[src/rtl/mem_access_ctrl.sv]
// Initiator side of the CPU memory interface: latches one read or write request
// (MAR + write buffer), strobes the synchronous RAM once and captures read data into the MDR.
module mem_access_ctrl #(
  parameter int DATA_W   = 32,
  parameter int ADDR_W   = 9,
  parameter int READ_LAT = 1
) (
  input  logic              Clock,
  input  logic              Resetn,
  input  logic              req,
  input  logic              wr,
  input  logic [ADDR_W-1:0] addr,
  input  logic [DATA_W-1:0] wdata,
  output logic [DATA_W-1:0] rdata,
  output logic              busy,
  output logic              done,
  output logic              mem_read,
  output logic              mem_write,
  output logic [ADDR_W-1:0] mem_addr,
  output logic [DATA_W-1:0] mem_wdata,
  input  logic [DATA_W-1:0] mem_rdata
);

  if (READ_LAT < 1) begin : g_lat_check
    $error("mem_access_ctrl: READ_LAT must be >= 1");
  end

  localparam int              CNT_W    = (READ_LAT > 1) ? $clog2(READ_LAT) : 1;
  localparam logic [CNT_W-1:0] CNT_INIT = CNT_W'(READ_LAT - 1);

  typedef enum logic [2:0] {
    IDLE  = 3'd0,
    WR    = 3'd1,
    RD    = 3'd2,
    RWAIT = 3'd3,
    DONE  = 3'd4
  } state_t;

  state_t             state_reg;
  logic [ADDR_W-1:0]  mar_reg;
  logic [DATA_W-1:0]  wbuf_reg;
  logic [DATA_W-1:0]  rdata_reg;
  logic [CNT_W-1:0]   cnt_reg;
  logic               busy_reg;
  logic               done_reg;
  logic               mem_read_reg;
  logic               mem_write_reg;

  // Output registers are loaded with the value belonging to the state being
  // entered, so each one always matches a decode of state_reg.
  always_ff @(posedge Clock or negedge Resetn) begin
    if (!Resetn) begin
      state_reg     <= IDLE;
      mar_reg       <= '0;
      wbuf_reg      <= '0;
      rdata_reg     <= '0;
      cnt_reg       <= '0;
      busy_reg      <= 1'b0;
      done_reg      <= 1'b0;
      mem_read_reg  <= 1'b0;
      mem_write_reg <= 1'b0;
    end else begin
      done_reg      <= 1'b0;
      mem_read_reg  <= 1'b0;
      mem_write_reg <= 1'b0;
      case (state_reg)
        IDLE: begin
          if (req) begin
            mar_reg  <= addr;
            wbuf_reg <= wdata;
            busy_reg <= 1'b1;
            if (wr) begin
              state_reg     <= WR;
              mem_write_reg <= 1'b1;
            end else begin
              state_reg    <= RD;
              mem_read_reg <= 1'b1;
            end
          end
        end
        WR: begin
          state_reg <= DONE;
          done_reg  <= 1'b1;
        end
        RD: begin
          cnt_reg   <= CNT_INIT;
          state_reg <= RWAIT;
        end
        RWAIT: begin
          // RAM data is valid during the last RWAIT cycle; capture it at its end.
          if (cnt_reg == '0) begin
            rdata_reg <= mem_rdata;
            state_reg <= DONE;
            done_reg  <= 1'b1;
          end else begin
            cnt_reg <= cnt_reg - CNT_W'(1);
          end
        end
        DONE: begin
          state_reg <= IDLE;
          busy_reg  <= 1'b0;
        end
        default: begin
          state_reg <= IDLE;
          busy_reg  <= 1'b0;
        end
      endcase
    end
  end

  assign rdata     = rdata_reg;
  assign busy      = busy_reg;
  assign done      = done_reg;
  assign mem_read  = mem_read_reg;
  assign mem_write = mem_write_reg;
  assign mem_addr  = mar_reg;
  assign mem_wdata = wbuf_reg;

endmodule

[config.mk]
export PLATFORM = sky130hd
export DESIGN_NAME = mem_access_ctrl
export DESIGN_NICKNAME = d
export VERILOG_FILES = /design/src/rtl/mem_access_ctrl.sv
export SDC_FILE = /design/constraint.sdc
export NUM_CORES = 1
export LEC_CHECK = 0
export CORE_MARGIN = 1
export CORE_UTILIZATION = 40
export CTS_BUF_LIST = sky130_fd_sc_hd__clkbuf_16
export CTS_CLUSTER_DIAMETER = 150
export CTS_CLUSTER_SIZE = 28
export DETAILED_ROUTE_END_ITERATION = 10
export PLACE_DENSITY = 0.84
export SLEW_MARGIN = 20
export SYNTH_ARGS = -nofsm -noshare
export SYNTH_HDL_FRONTEND = slang
export SYNTH_SLANG_ARGS = --single-unit
[constraint.sdc]
create_clock -name Clock -period 3.6 [get_ports Clock]
set_input_delay 0.72 -clock Clock [delete_from_list [all_inputs] [get_ports Clock]]
set_output_delay 0.72 -clock Clock [all_outputs]
set_load 0.005 [all_outputs]
### Word level (Yosys, flattened, before mapping)

Cells that the tools add are included.

* flip-flop bits (word level): 81
* output and inout bits: 77
* word-level logic and storage cells: 40

* add/subtract/negate cells: 1
* equal/unequal tests: 5
* mux-type cells: 16
* bitwise operators: 2
* reductions and logical operators: 7

Operator list (number)
* $pmux W3 S4: 1
* $mux W1: 9
* $reduce_and A2 Y1: 4
* $eq A3 B2 Y1 const B: 2
* $mux W3: 2
* $pmux W1 S2: 3
* $ne A2 B2 Y1 const B: 2
* $eq A3 B1 Y1 const B: 1
* $logic_not A3 Y1: 1
* $reduce_or A3 Y1: 1
* $mux W2: 1
* $not A1 Y1: 2
* $reduce_bool A2 Y1: 1
* $sub A1 B1 Y1 const B: 1

### Depth between registers and ports, before layout

* depth in word-level cells: 4
* mapped depth: 4
* gate-level depth less buffers: 2

### Least setup slack after synthesis

No wires, ideal clock.

* path type: input-to-reg
* start point: in req
* end point: reg mar_reg[0] (netlist: mem_addr[0])
* library setup time: 125 ps
* arrival time: 1615 ps
* data required time: 3475 ps
* path slack: 1860 ps
* stages: 3
* cell sequence: nor4b_4 buf_6 mux2_4

* cells in the longest elaborated chain, start to end: 1

RTL lines
* start: declaration: line 10 `input logic req,`
* $reduce_and A2 Y1 (no source line)
* end signal: assignment: line 69 `mar_reg <= addr;`
* end: declaration: line 40 `logic [ADDR_W-1:0] mar_reg;`

No other way between the ends.
A chain may end at the register's enable or synchronous reset.

### Final worst setup path

* start point: in req
* end point: reg wbuf_reg[8] (netlist: mem_wdata[8])

* cells in the longest elaborated chain, start to end: 1

RTL lines
* $reduce_and A2 Y1 (no source line)
* end signal: assignment: line 70 `wbuf_reg <= wdata;`
* end: declaration: line 41 `logic [DATA_W-1:0] wbuf_reg;`

No other way between the ends.

==> results <==
- In this run the worst path has a maximum fanout of 30.
- The count of pins over their slew limit is 0.
- Yosys mapped the design onto 16 distinct sky130hd cell types.
- The Yosys step of the flow raised 0 warnings.
- Post-CTS repair changed the size of 0 cells.
- The cell count after synthesis came out at 176.
- The overall fraction of global-route tracks in use is a little under a fifth.
- The length of the first detailed-routing pass in iterations is 4.
- The number of vias per cell after detailed routing is 4.67.
- The initial standard-cell utilization of the core is 42.4%.
- The count of buffers added on input and output ports is 153.
- The power dissipated by switching net loads is 1.15 mW.
- The total I/O pin count is 154.
- The cell total after placement is ~420.
- The data required time at the worst endpoint is 3.81 ns.
- The worst hold path class is input pin to async pin.
- In this run the horizontal extent of the chip is 90.6 µm.
- At the end of the flow the core is filled with cells to 68.3%.
- TritonCTS built the clock tree.
- The final critical delay including setup and external delays is around 2.2 ns.
- The largest net degree at the start of global routing is a little over 80.
- The worst path setup slack after routing is 1.44 ns.
- The wire length of the first global-routing pass is 11400 µm.
- The die span in y is 90.6 µm.
- The internal reg-to-reg setup slack is 1.83 ns.
- Summing all multi-input logic gate instances after layout gives 0.00106 mm².
- The part of the power in the clock network is between 10% and 20%.
- The clock-pin slew on the worst setup and hold paths is 0.06 ns.
- The worst-skew pair later-pin latency is about 0.32 ns.
- The clock tree synthesis step divided the H-tree into 3 levels.
- The initial antenna violation count is 0.
- The sort of element at the start of the critical path is an input pin.
- The relative contribution of sequential cells to total power is 36.4%.
- The first-iteration detailed-routing DRC count is 89.
- The worst setup path is of the input pin to flip-flop kind.
- The worst reg2reg path endpoint is mem_wdata[8].
- Setup repair after global routing left no endpoint under its margin.
- For this run, the post-layout net count is 412.
- Dividing total power by cell area gives a power density of about 900 mW/mm².
- Measured against its own limit, the worst slew margin works out to 65.5%.
- Row generation in the floorplan step produced 31 rows.
- The pre-CTS setup slack is 1.10 ns.
- The post-detailed-route wirelength per cell is 15.7 µm.
- The post-CTS setup buffer count is 0.
- Clock skew on the completed layout was measured at 0.00653 ns.
- Once detail routing completed, the nets flagged for antenna violations numbered 0.
- The number of global-route vias before repair is 2258.
- The area added between synthesis and finish is 61.1%.
- The arrival time reported for the critical path endpoint is 2.37 ns.
- The number of max-cap violations is 0.
- The internal power of the cells totals 3.34 mW.
- The startpoint of the lowest-slack register-to-register path is state_reg[0].
- VDD sags by at most 0.518 mV.
- Counting flops and latches in the post-synthesis netlist gives 80.
- The number of failing hold endpoints at the final stage is 0.
- The tree is rooted in a clkbuf_16.
- The area of all sequential standard cells is about 0.0020 mm².
- For this block, the routed nets add up to slightly below 7000 µm of wire.
- The leakage power of the design is 2.18 nW.
- The final standard cell count with taps included and fillers excluded is 439.
- The number of sinks driven by the clock tree is 80.
- The number of cell instances on the worst register-to-register path is 3.
- The residual overflow from global routing is 0.
- The detailed router placed 2050 vias in this run.
- The post-route netlist has 27.4% of its cells at a drive strength greater than 1.
- The placed wire-length estimate is 5010 µm.
- The routability-driven placement congestion ratio is around 0.68.
- The deepest clock path buffer count is 2.
- The share of the clock period used by the worst path is between 60% and 70%.
- The final routed DRC violation total is 0.
- The part of the power in combinational logic is between 40% and 50%.
- The filler cells instantiated in the layout total 542.
- For the pin with the worst max-slew slack, the measured transition is 0.517 ns.
- Clock tree synthesis inserted a total of 9 buffers.
- Averaged over all synthesized cells, the footprint is 17.9 µm².
- The most critical setup path has its startpoint at req.
- The area of the mapped netlist is ~0.0031 mm².
- The flow ran to the end, and the final reports show no timing, DRC or antenna violations.
- For this design, the CTS-stage hold fixing added 0 buffers.
- The total area inside the core boundary comes to 0.00741 mm².
- The count of antenna diodes in the layout is 0.
- The die covers 0.00822 mm².
- Setup violations remaining at the end of the flow were counted as 0.
- Net switching is 25.6% of the power.
- The capturing element of the worst setup path is mem_wdata[8].
- Derived from the worst setup path, the maximum achievable clock frequency is 0.462 GHz.
- Summing the sequential cell areas from Yosys gives 63.7% of the chip area.
- The number of nets in the synthesized netlist is 253.
- The final sum of negative setup slack is 0 ns.
- The overall power is between 4 and 5 mW.
- STA classifies the critical path endpoint as a flip-flop.
==> worst min-delay path by stage <==
stage	end	slack (ns)	cells past startpoint
after global placement	rdata[20]	0.49	1
final	mem_wdata[12]	0.33	1
after global routing	mem_wdata[17]	0.36	1
after detailed placement	mem_addr[7]	0.49	1
after CTS	rdata[18]	0.50	1
after floorplan	busy	0.42	0
==> per-layer routing <==
layer  track usage [%]  vias up  share of wire, %
met5                 0        -                 0
met4              6.85        0              0.99
met3              5.05        9               6.6
met2              30.9       91                52
met1              21.8     1023                41
li1                  -      927                 -
==> synthesized netlist by cell type, drive strengths merged <==
cell type / n / area (µm²)
a21oi: 2 / 10.0
and2: 1 / 6.26
buf: 9 / 72.6
dfrtp: 80 / 2000
inv: 1 / 3.75
mux2: 73 / 968
nand3b: 1 / 7.51
nor2: 1 / 3.75
nor2b: 3 / 18.8
nor3: 2 / 10.0
nor4b: 1 / 23.8
o21a: 1 / 7.51
or3b: 1 / 8.76
==> kinds of logic (layout without fill, tap and decap cells) <==
logic type	count (synthesis)	in the layout	synth area share [%]
AO/OA/AOI/OAI	3	3	0.557
AND/OR/NAND/NOR	10	10	2.51
flip-flops	80	80	63.7
multiplexers	73	73	30.8
buffers and inverters	10	174	2.43
==> stage by stage <==
stage	hold WS (ns)	cell area [µm²]
global placement	0.485	4750
CTS	0.505	5040
finish	0.331	5060
detailed placement	0.493	4750
global route	0.359	5060
floorplan	0.424	3140
==> placed cells by master (no fill, tap or decap), drive strengths merged, types with 2 or more instances in the layout <==
cell / netlist / layout
a21oi: 2 / 2
buf: 9 / 5
clkbuf: 0 / 9
clkdlybuf4s50: 0 / 152
clkinv: 0 / 2
clkinvlp: 0 / 2
dfrtp: 80 / 80
inv: 1 / 3
mux2: 73 / 73
nor2b: 3 / 3
nor3: 2 / 2
==> power by group through the flow <==
stage / clock network (mW) / registers [mW] / logic, mW
floorplan: 0 / 1.63 / 0.920
global placement: 0 / 1.63 / 1.95
detailed placement: 0 / 1.64 / 2.02
CTS: 0.886 / 1.64 / 2.02
global route: 0.932 / 1.70 / 2.12
finish: 0.859 / 1.63 / 1.99
==> final cells by class <==
class                           count  area share [%]
Clock inverter                      7            1.28
Sequential cell                    80            39.5
Clock buffer                        9            4.45
Multi-Input combinational cell     86            21.0
Tap cell                           99            2.45
Inverter                            1          0.0741
Timing Repair Buffer              157            31.2
==> worst max-delay path: stages <==
cell and delay [ns]:
clkdlybuf4s50_1 0.52, nor4b_4 0.23, buf_4 0.49, mux2_2 0.39
Power figures use the tool's default switching activity.
